**src/rtl/noc_pkg.sv**
```systemverilog
// Shared NoC router definitions: flit format, VC encoding, port indices and
// the round-robin pointer helper.
package noc_pkg;

   localparam int FLIT_W = 64;
   localparam int VC_BIT = 63;

   typedef logic [FLIT_W-1:0] flit_t;

   localparam int VC_EVEN = 0;
   localparam int VC_ODD  = 1;

   localparam int PORT_CW  = 0;
   localparam int PORT_CCW = 1;
   localparam int PORT_PE  = 2;
   localparam int PORT_NS  = 3;
   localparam int PORT_SN  = 4;

   // Pointer position just past the winner, wrapping N-1 -> 0.
   function automatic int rr_next(input int idx, input int n);
      return (idx >= n - 1) ? 0 : idx + 1;
   endfunction

endpackage

```
**src/rtl/noc_out_port_arbiter_if.sv**
```systemverilog
// Output-port bundle: requester side (req/req_data/gnt) and link side
// (so/do_flit/ro), plus the exported polarity.
interface noc_out_port_arbiter_if #(
   parameter int N      = 4,
   parameter int FLIT_W = noc_pkg::FLIT_W
);

   logic [N-1:0]        req;
   logic [N*FLIT_W-1:0] req_data;
   logic [N-1:0]        gnt;
   logic                ro;
   logic                so;
   // "do" is a reserved word, so the outgoing flit is carried as do_flit.
   logic [FLIT_W-1:0]   do_flit;
   logic                polarity;

   modport master (
      input  req, req_data, ro,
      output gnt, so, do_flit, polarity
   );

   modport slave (
      output req, req_data, ro,
      input  gnt, so, do_flit, polarity
   );

endinterface

```
**src/rtl/noc_out_port_arbiter_rr.sv**
```systemverilog
// Combinational round-robin picker: first eligible index at or after ptr.
// gnt is only asserted while advance is high; winner is valid regardless.
module rr_arbiter #(
   parameter int N = 4
) (
   input  logic [N-1:0]         eligible,
   input  logic [$clog2(N)-1:0] ptr,
   input  logic                 advance,
   output logic [N-1:0]         gnt,
   output logic [$clog2(N)-1:0] winner
);

   localparam int PTR_W = $clog2(N);

   int   idx;
   logic found;

   always_comb begin
      gnt    = '0;
      winner = '0;
      found  = 1'b0;
      idx    = 0;
      for (int k = 0; k < N; k++) begin
         idx = int'(ptr) + k;
         if (idx >= N) idx = idx - N;
         if (!found && eligible[PTR_W'(idx)]) begin
            found  = 1'b1;
            winner = PTR_W'(idx);
         end
      end
      if (found && advance) gnt[winner] = 1'b1;
   end

endmodule

```
**src/rtl/noc_out_port_arbiter.sv**
```systemverilog
// Output-port controller: two single-flit VC buffers on an even/odd schedule;
// the current-polarity buffer is filled while the other one drives the link.
module noc_out_port_arbiter #(
   parameter int N      = 4,
   parameter int FLIT_W = noc_pkg::FLIT_W,
   parameter int VC_BIT = noc_pkg::VC_BIT
) (
   input logic                     clk,
   input logic                     reset,
   noc_out_port_arbiter_if.master  bus
);

   import noc_pkg::*;

   localparam int PTR_W = $clog2(N);

   logic                polarity;
   logic [1:0]          buf_valid;
   logic [FLIT_W-1:0]   buf_data [2];
   logic [PTR_W-1:0]    rr_ptr   [2];

   logic [FLIT_W-1:0]   flits    [N];
   logic [N-1:0]        flit_vc;
   logic [N-1:0]        vc_gnt   [2];
   logic [PTR_W-1:0]    vc_win   [2];
   logic [N-1:0]        gnt_cur;
   logic [PTR_W-1:0]    win_cur;
   logic                so_int;

   always_comb begin
      for (int i = 0; i < N; i++) begin
         flits[i]   = bus.req_data[i*FLIT_W +: FLIT_W];
         flit_vc[i] = flits[i][VC_BIT];
      end
   end

   for (genvar v = VC_EVEN; v <= VC_ODD; v++) begin : g_vc
      logic [N-1:0] elig;
      assign elig = bus.req & ((v == VC_ODD) ? flit_vc : ~flit_vc)
                  & {N{!buf_valid[v]}};

      rr_arbiter #(.N(N)) u_arb (
         .eligible (elig),
         .ptr      (rr_ptr[v]),
         .advance  (reset && (polarity == 1'(v))),
         .gnt      (vc_gnt[v]),
         .winner   (vc_win[v])
      );
   end

   assign gnt_cur = polarity ? vc_gnt[VC_ODD] : vc_gnt[VC_EVEN];
   assign win_cur = vc_win[polarity];

   // Link side reads the opposite-polarity buffer; it is never the one being written.
   assign so_int       = reset && buf_valid[~polarity];
   assign bus.so       = so_int;
   assign bus.do_flit  = so_int ? buf_data[~polarity] : '0;
   assign bus.gnt      = gnt_cur;
   assign bus.polarity = polarity;

   always_ff @(posedge clk) begin
      if (!reset) begin
         polarity    <= 1'b0;
         buf_valid   <= '0;
         buf_data[0] <= '0;
         buf_data[1] <= '0;
         rr_ptr[0]   <= '0;
         rr_ptr[1]   <= '0;
      end else begin
         polarity <= ~polarity;
         if (so_int && bus.ro) buf_valid[~polarity] <= 1'b0;
         if (|gnt_cur) begin
            buf_valid[polarity] <= 1'b1;
            buf_data[polarity]  <= flits[win_cur];
            rr_ptr[polarity]    <= PTR_W'(rr_next(int'(win_cur), N));
         end
      end
   end

endmodule

```
**src/flat_wrapper.sv**
```systemverilog
// flat-port wrapper written by rule: the top's interface ports become plain ports
module noc_out_port_arbiter_flat import noc_pkg::*;
#(
   parameter int N      = 4,
   parameter int FLIT_W = noc_pkg::FLIT_W,
   parameter int VC_BIT = noc_pkg::VC_BIT
)
  (clk, reset, bus_req, bus_req_data, bus_ro, bus_gnt, bus_so, bus_do_flit, bus_polarity);
  noc_out_port_arbiter_if #(.N(N), .FLIT_W(FLIT_W)) bus_i ();
  input logic clk;
  input logic reset;
  input wire logic [$bits(bus_i.req)-1:0] bus_req;
  input wire logic [$bits(bus_i.req_data)-1:0] bus_req_data;
  input wire logic [$bits(bus_i.ro)-1:0] bus_ro;
  output wire logic [$bits(bus_i.gnt)-1:0] bus_gnt;
  output wire logic [$bits(bus_i.so)-1:0] bus_so;
  output wire logic [$bits(bus_i.do_flit)-1:0] bus_do_flit;
  output wire logic [$bits(bus_i.polarity)-1:0] bus_polarity;
  assign bus_i.req = bus_req;
  assign bus_i.req_data = bus_req_data;
  assign bus_i.ro = bus_ro;
  assign bus_gnt = bus_i.gnt;
  assign bus_so = bus_i.so;
  assign bus_do_flit = bus_i.do_flit;
  assign bus_polarity = bus_i.polarity;
  noc_out_port_arbiter #(.N(N), .FLIT_W(FLIT_W), .VC_BIT(VC_BIT)) u_core (.clk(clk), .reset(reset), .bus(bus_i));
endmodule
```
**config.mk**
```make
export PLATFORM = sky130hd
export DESIGN_NAME = noc_out_port_arbiter_flat
export DESIGN_NICKNAME = d
export VERILOG_FILES = /design/src/rtl/noc_pkg.sv /design/src/rtl/noc_out_port_arbiter_if.sv /design/src/rtl/noc_out_port_arbiter_rr.sv /design/src/rtl/noc_out_port_arbiter.sv /design/src/flat_wrapper.sv
export SDC_FILE = /design/constraint.sdc
export NUM_CORES = 1
export LEC_CHECK = 0
export CORE_UTILIZATION = 63
export CTS_CLUSTER_DIAMETER = 200
export DETAILED_ROUTE_END_ITERATION = 10
export DONT_BUFFER_PORTS = 1
export PLACE_DENSITY = 0.88
export REMOVE_ABC_BUFFERS = 1
export SLEW_MARGIN = 20
export SYNTH_ARGS = -nofsm -noshare
export SYNTH_HDL_FRONTEND = slang
export SYNTH_SLANG_ARGS = --single-unit
```
**constraint.sdc**
```tcl
create_clock -name clk -period 8.5 [get_ports clk]
set_clock_uncertainty 0.2 [all_clocks]
set_input_delay 0.85 -clock clk [delete_from_list [all_inputs] [get_ports clk]]
set_output_delay 0.85 -clock clk [all_outputs]
set_load 0.02 [all_outputs]
```
== Yosys cells after proc, flatten, opt, wreduce, memory -nomap -nowiden ==
Memory sizes are Yosys's and may differ from the RTL's.
Cells that the tools add are included.

* Register bits after elaboration: 3
* Bits in latches: 0
* Memory bits (writable): 132
* Memory bits (read-only): 0
* Input port bits: 263
* Output and inout port bits: 70
* Word-level logic and storage cells: 166
* Memories: 2

* Add/subtract/negate cells: 15
* Multipliers: 0
* Div/mod/pow operators: 0
* $lt $le $gt $ge: 27
* Eq/ne operators: 0
* Shift operators: 0
* Multiplexer cells: 82
* Bitwise logic cells: 11
* Reduce and logical (&&, ||, !) cells: 27

{| class="wikitable"
|+ Memories
! name !! words !! bits a word !! read ports !! clocked after memory_dff !! wr ports !! line !! text
|-
| u_core.buf_data || 2 || 64 || 1 || 0 || 2 || noc_out_port_arbiter.sv:19 || <nowiki>logic [FLIT_W-1:0] buf_data [2];</nowiki>
|-
| u_core.rr_ptr || 2 || 2 || 2 || 0 || 2 || noc_out_port_arbiter.sv:20 || <nowiki>logic [PTR_W-1:0] rr_ptr [2];</nowiki>
|}

{| class="wikitable"
|+ Operators with widths
! cell !! number
|-
| $mux W64 || 4
|-
| $bmux W64 S2 || 1
|-
| $reduce_or A64 Y1 || 1
|-
| $mux W2 || 24
|-
| $mux W1 || 38
|-
| $lt A2 B4 Y1 const B || 8
|-
| $ge A3 B3 Y1 const B || 7
|-
| $and A4 B4 Y4 || 4
|-
| $bmux W1 S2 || 8
|-
| $logic_and A1 B1 Y1 || 16
|-
| $sub A2 B1 Y2 const B || 8
|-
| $add A2 B2 Y3 const B || 4
|-
| $mux W4 || 3
|-
| $logic_not A1 Y1 || 8
|-
| $add A2 B1 Y3 const B || 2
|-
| $ge A2 B3 Y1 const B || 2
|-
| $lt A2 B3 Y1 const B || 2
|-
| $demux W1 S2 || 2
|-
| $ge A2 B1 Y1 const B || 2
|-
| $ge A2 B2 Y1 const B || 2
|-
| $lt A1 B2 Y1 const B || 2
|-
| $not A4 Y4 || 1
|-
| $reduce_or A4 Y1 || 1
|-
| $not A2 Y3 || 1
|-
| 9 further kinds || 11
|}

== Depth between registers and ports, before layout ==
* Depth after elaboration: 28
* Gate-level depth with buffers: 9

== Modules after synthesis ==
A second synthesis with hierarchy kept.

* Cell total of the unflattened synthesis: 661
* Area, all modules: 7,997.7 um^2

{| class="wikitable"
|+ Modules (own cells, without submodules)
! module !! times used !! cells an instance !! area an instance (um^2) !! seq. area each (um^2)
|-
| noc_out_port_arbiter || 1 || 625 || 7,738.7 || 4,023.9
|-
| rr_arbiter (u_core.g_vc[1].u_arb) || 1 || 19 || 135.1 || 0.0
|-
| rr_arbiter (u_core.g_vc[0].u_arb) || 1 || 17 || 123.9 || 0.0
|}

== Worst setup path before layout ==
No wires, ideal clock.

* Kind: input -> register
* Start: in bus_req[2]
* End: mem u_core.buf_data[1][0], enable pin
* Setup time: 0.705 ns
* Data arrival time: 2.675 ns
* Setup slack: 4.920 ns
* Stages: 3
* Buffers on the path: 0
* Path through: a22o_1 > o211ai_1 > nand2_1

{| class="wikitable"
|+ RTL lines
! item !! line !! text
|-
| start, declared || flat_wrapper.sv:12 || <nowiki>input wire logic [$bits(bus_i.req)-1:0] bus_req;</nowiki>
|-
| end, declared || noc_out_port_arbiter.sv:19 ||
|}

== Worst setup path after layout ==
* Start: reg u_core.buf_valid[0]
* End: out bus_gnt[2]

* Longest elaborated chain between the ends: 21

{| class="wikitable"
|+ RTL lines
! item !! line !! text
|-
| start, declared || noc_out_port_arbiter.sv:18 || <nowiki>logic [1:0] buf_valid;</nowiki>
|-
| start signal, assigned || noc_out_port_arbiter.sv:64 || <nowiki>buf_valid <= '0;</nowiki>
|-
| start signal, assigned by index || noc_out_port_arbiter.sv:71 || <nowiki>if (so_int && bus.ro) buf_valid[~polarity] <= 1'b0;</nowiki>
|-
| start signal, assigned by index || noc_out_port_arbiter.sv:73 || <nowiki>buf_valid[polarity] <= 1'b1;</nowiki>
|-
| $logic_not A1 Y1 (*) || noc_out_port_arbiter.sv:40 || <nowiki>& {N{!buf_valid[v]}};</nowiki>
|-
| $and A4 B4 Y4 (*) || noc_out_port_arbiter.sv:40 ||
|-
| $bmux W1 S2 || noc_out_port_arbiter_rr.sv:26 || <nowiki>if (!found && eligible[PTR_W'(idx)]) begin</nowiki>
|-
| $mux W1 (not written as such) (2 in a row) || noc_out_port_arbiter_rr.sv:26 ||
|-
| $mux W1 || noc_out_port_arbiter_rr.sv:26 ||
|-
| $logic_not A1 Y1 || noc_out_port_arbiter_rr.sv:26 ||
|-
| $logic_and A1 B1 Y1 || noc_out_port_arbiter_rr.sv:26 ||
|-
| $mux W1 || noc_out_port_arbiter_rr.sv:26 ||
|-
| (+4 left out) || - ||
|-
| $logic_and A1 B1 Y1 || noc_out_port_arbiter_rr.sv:26 ||
|-
| $mux W2 || noc_out_port_arbiter_rr.sv:26 ||
|-
| $lt A2 B3 Y1 (not written as such) / $ge A2 B1 Y1 (equally long branches) || noc_out_port_arbiter_rr.sv:31 || <nowiki>if (found && advance) gnt[winner] = 1'b1;</nowiki>
|-
| $logic_and A1 B1 Y1 (not written as such) || noc_out_port_arbiter_rr.sv:31 ||
|-
| $mux W1 (not written as such) || noc_out_port_arbiter_rr.sv:31 ||
|-
| $demux W1 S2 || noc_out_port_arbiter_rr.sv:31 ||
|-
| $mux W4 (*) || noc_out_port_arbiter_rr.sv:31 ||
|-
| $mux W4 (*) || noc_out_port_arbiter.sv:51 || <nowiki>assign gnt_cur = polarity ? vc_gnt[VC_ODD] : vc_gnt[VC_EVEN];</nowiki>
|-
| end, declared || flat_wrapper.sv:15 || <nowiki>output wire logic [$bits(bus_i.gnt)-1:0] bus_gnt;</nowiki>
|}

Every way passes the cells marked *; elsewhere a longest branch is shown, timed or not. The select of a mux whose other input is x is not followed.

==> metrics.yaml <==
placed_design:
  dp.cells: 1206
  dpl_worst_slack_ns: 3.77
  dp_hpwl_um: 18200
  dpl_cell_area_um2: 10300
  portBuffers: 0
  gp_congestion: 0.858
global_routing:
  grt_max_degree: 128
  grt_pass1_vias: 9076
  grt_pass1_wl_um: 47400
  grt_use_total_pct: 33.9
  antenna_found_initial: 2
  overflow: 0
die:
  core-area_um2: 16500
  dieWidth_um: 132
  io_pins: 333
  fp.dieH_um: 132
  die-area_um2: 17400
  rows: 47
  initial_core_util_pct: 64.3
finish:
  area_growth_pct: 2.95
  fillers: 1324
  layout.cells.non_filler: 1239
  multi_input_area_um2: 5910
  drive_above_1_share_pct: 5.99
  stdcell_area_um2: 10900
  nNetsFinal: 1269
  final_common_cell: "edfxtp_1"
  ff_latch_area_um2: 4030
  final_cell_mix: "132 x edfxtp_1, 131 x a22o_1, 128 x o211ai_1, 128 x o21ai_0, 127 x nand4b_1"
yosys:
  synthMuxAreaShare_pct: 6.13
  synth_fa_ha_area_share_pct: 0
  async_reset_ff_share_pct: 0
  syn_area_per_cell_um2: 9.43
  yosys.area_share.simple_pct: 20.9
  yosysWarnings: 0
  synthFlopType: "edfxtp_1"
  synth_xor_area_share_pct: 0.0824
  synth_edf_count: 132
  ys_ff_latch: 135
  netlist_area_um2: 10600
  synth.distinct_cells: 48
  synth_top_family_by_area: "compound AO/OA/AOI/OAI gates"
  ys_seq_area_share_pct: 37.8
  netlist_instances: 1127
  synth-compound-area-share_pct: 27.6
timing:
  finalWorstSetupSlack_ns: 3.68
  fmax_mhz: 207
  hold_viol_final: 0
  finalCriticalPeriod_ns: 4.82
  report.final.slew_viol_count: 0
  setup_violations: 0
  worst_pin_slew_ns: 1.05
  rsz0062_at_grt: "false"
  maxSlewHeadroom_pct: 29.7
  holdWs_ns: 0.364
  finalCritPeriodShare_pct: 56.7
cts:
  cts_root_buffer: "clkbuf_16"
  ctsResizeCount: 0
  cts_tree: "done"
  cts_setup_buffers: 0
  cts_hold_buf: 0
  clk_latency_ns: 0.42
  cts_max_level: 4
  clock-sinks: 135
  cts_max_path_buffers: 2
  cts-buffers-inserted: 17
  clkSlewWorstSetupHoldPaths_ns: 0.06
routing:
  wire_per_inst_um: 24.6
  wirelength_um: 30500
  viasPerCell: 7.83
  drt_iter0_drc: 1406
  num_vias: 9697
  ant_nets: 0
  drc: 0
  dr.pass1.iters: 6
flow_run:
  drv_cap: 0
setup_path:
  cp-end-kind: "primary output"
  crit_type: "reg -> out"
  arrival_ns: 3.77
  critical-path-max-stage-delay_ns: 0.78
  critPathSlowestCell: "buf_4"
  crit_fanout: 91
  crit_chain: "nor3b_1, a41o_4, and3b_4, buf_4, a22o_1"
  startpoint_type: "register"
  worstPathRequired_ns: 7.45
worst_hold_path:
  hold_class: "in -> reg"
pwr:
  power.leakage_nw: 3.33
  powerDensity_nw_per_um2: 184
  ir_drop_uv: 131
  p_total_mw: 2.02
status:
  status: "complete, no violations"
==> path summary, 6_finish.rpt <==
check                                         start                endpoint  slack (ns)  cells past startpoint
worst max-delay path            u_core.buf_valid[0]              bus_gnt[2]        3.68                      5
worst min-delay path                          reset     u_core.buf_valid[0]        0.36                      1
worst max register to register  u_core.buf_valid[0]  u_core.buf_data[1][21]        4.41                      6
worst min register to register  u_core.buf_valid[0]     u_core.buf_valid[0]        0.46                      2
==> power breakdown <==
group	leakage [nW]	switching [mW]	internal (mW)
logic	1.65	0.297	0.158
clock network	0.274	0.275	0.456
registers	1.41	0.0254	0.809
==> routing by layer <==
layer,wire [um],track usage (%),up-vias
met5,11,0,-
met4,1420,19.3,2
met3,2940,6.73,114
met2,14800,55.3,681
met1,11300,42.2,4616
li1,-,-,4284
==> flip-flops by register name (all words and copies together), names as in the netlist <==
name and count:
u_core.buf_data 128, u_core.rr_ptr 4, u_core.bus.polarity 1, u_core.buf_valid 2
==> synthesized netlist by cell type (2+ instances only) <==
library cell	count	share of area, %
o21ai_0	128	6.0
buf_6	15	1.6
a32o_1	3	0.28
buf_1	7	0.25
buf_2	38	1.8
nor2b_1	5	0.29
edfxtp_1	132	37
a211o_1	2	0.16
a21oi_1	2	0.094
nand2b_1	2	0.12
a22o_1	131	11
nor3b_1	2	0.14
and3b_1	2	0.16
nand3b_1	3	0.21
buf_4	4	0.28
nand4b_1	127	10
inv_1	6	0.21
clkbuf_1	91	3.2
nand3_1	126	5.9
nor2_1	70	2.5
o211ai_1	128	9.0
o2111ai_1	2	0.16
and2b_1	2	0.14
nand2_1	10	0.35
mux2i_1	64	6.0
dfxtp_1	3	0.56
==> metrics by stage <==
stage | utilization [%] | TNS (ns)
floorplan | - | -30.71
global placement | 62.6 | 0
detailed placement | 62.6 | 0
CTS | 66.1 | 0
global route | 66.2 | 0
finish | 66.2 | 0
==> area by class of cell <==
cell class	instances	area share, %
antenna	1	0.0229
clock buffer	17	3.89
clock inverter	14	1.45
inverter	6	0.206
multi-input combinational	831	54.0
sequential	135	36.8
tap	220	2.51
timing repair buffer	15	1.14
==> worst max-delay path: cells and delay by family (launching register included) <==
kind	cells	cell delay [ns]
AOI/OAI and AO/OA	2	1.01
DFF	1	0.39
and+or+nand+nor	2	1.02
buffers and inverters	1	0.78
==> logic make-up (layout without fill, tap and decap cells) <==
family | after synthesis | after routing
XOR/XNOR | 1 | 1
AND/OR/NAND/NOR | 359 | 359
buffers and inverters | 161 | 52
AO/OA/AOI/OAI | 405 | 405
flip-flops | 135 | 135
other | 1 | 2
multiplexers | 65 | 65
Power figures use the tool's default switching activity.
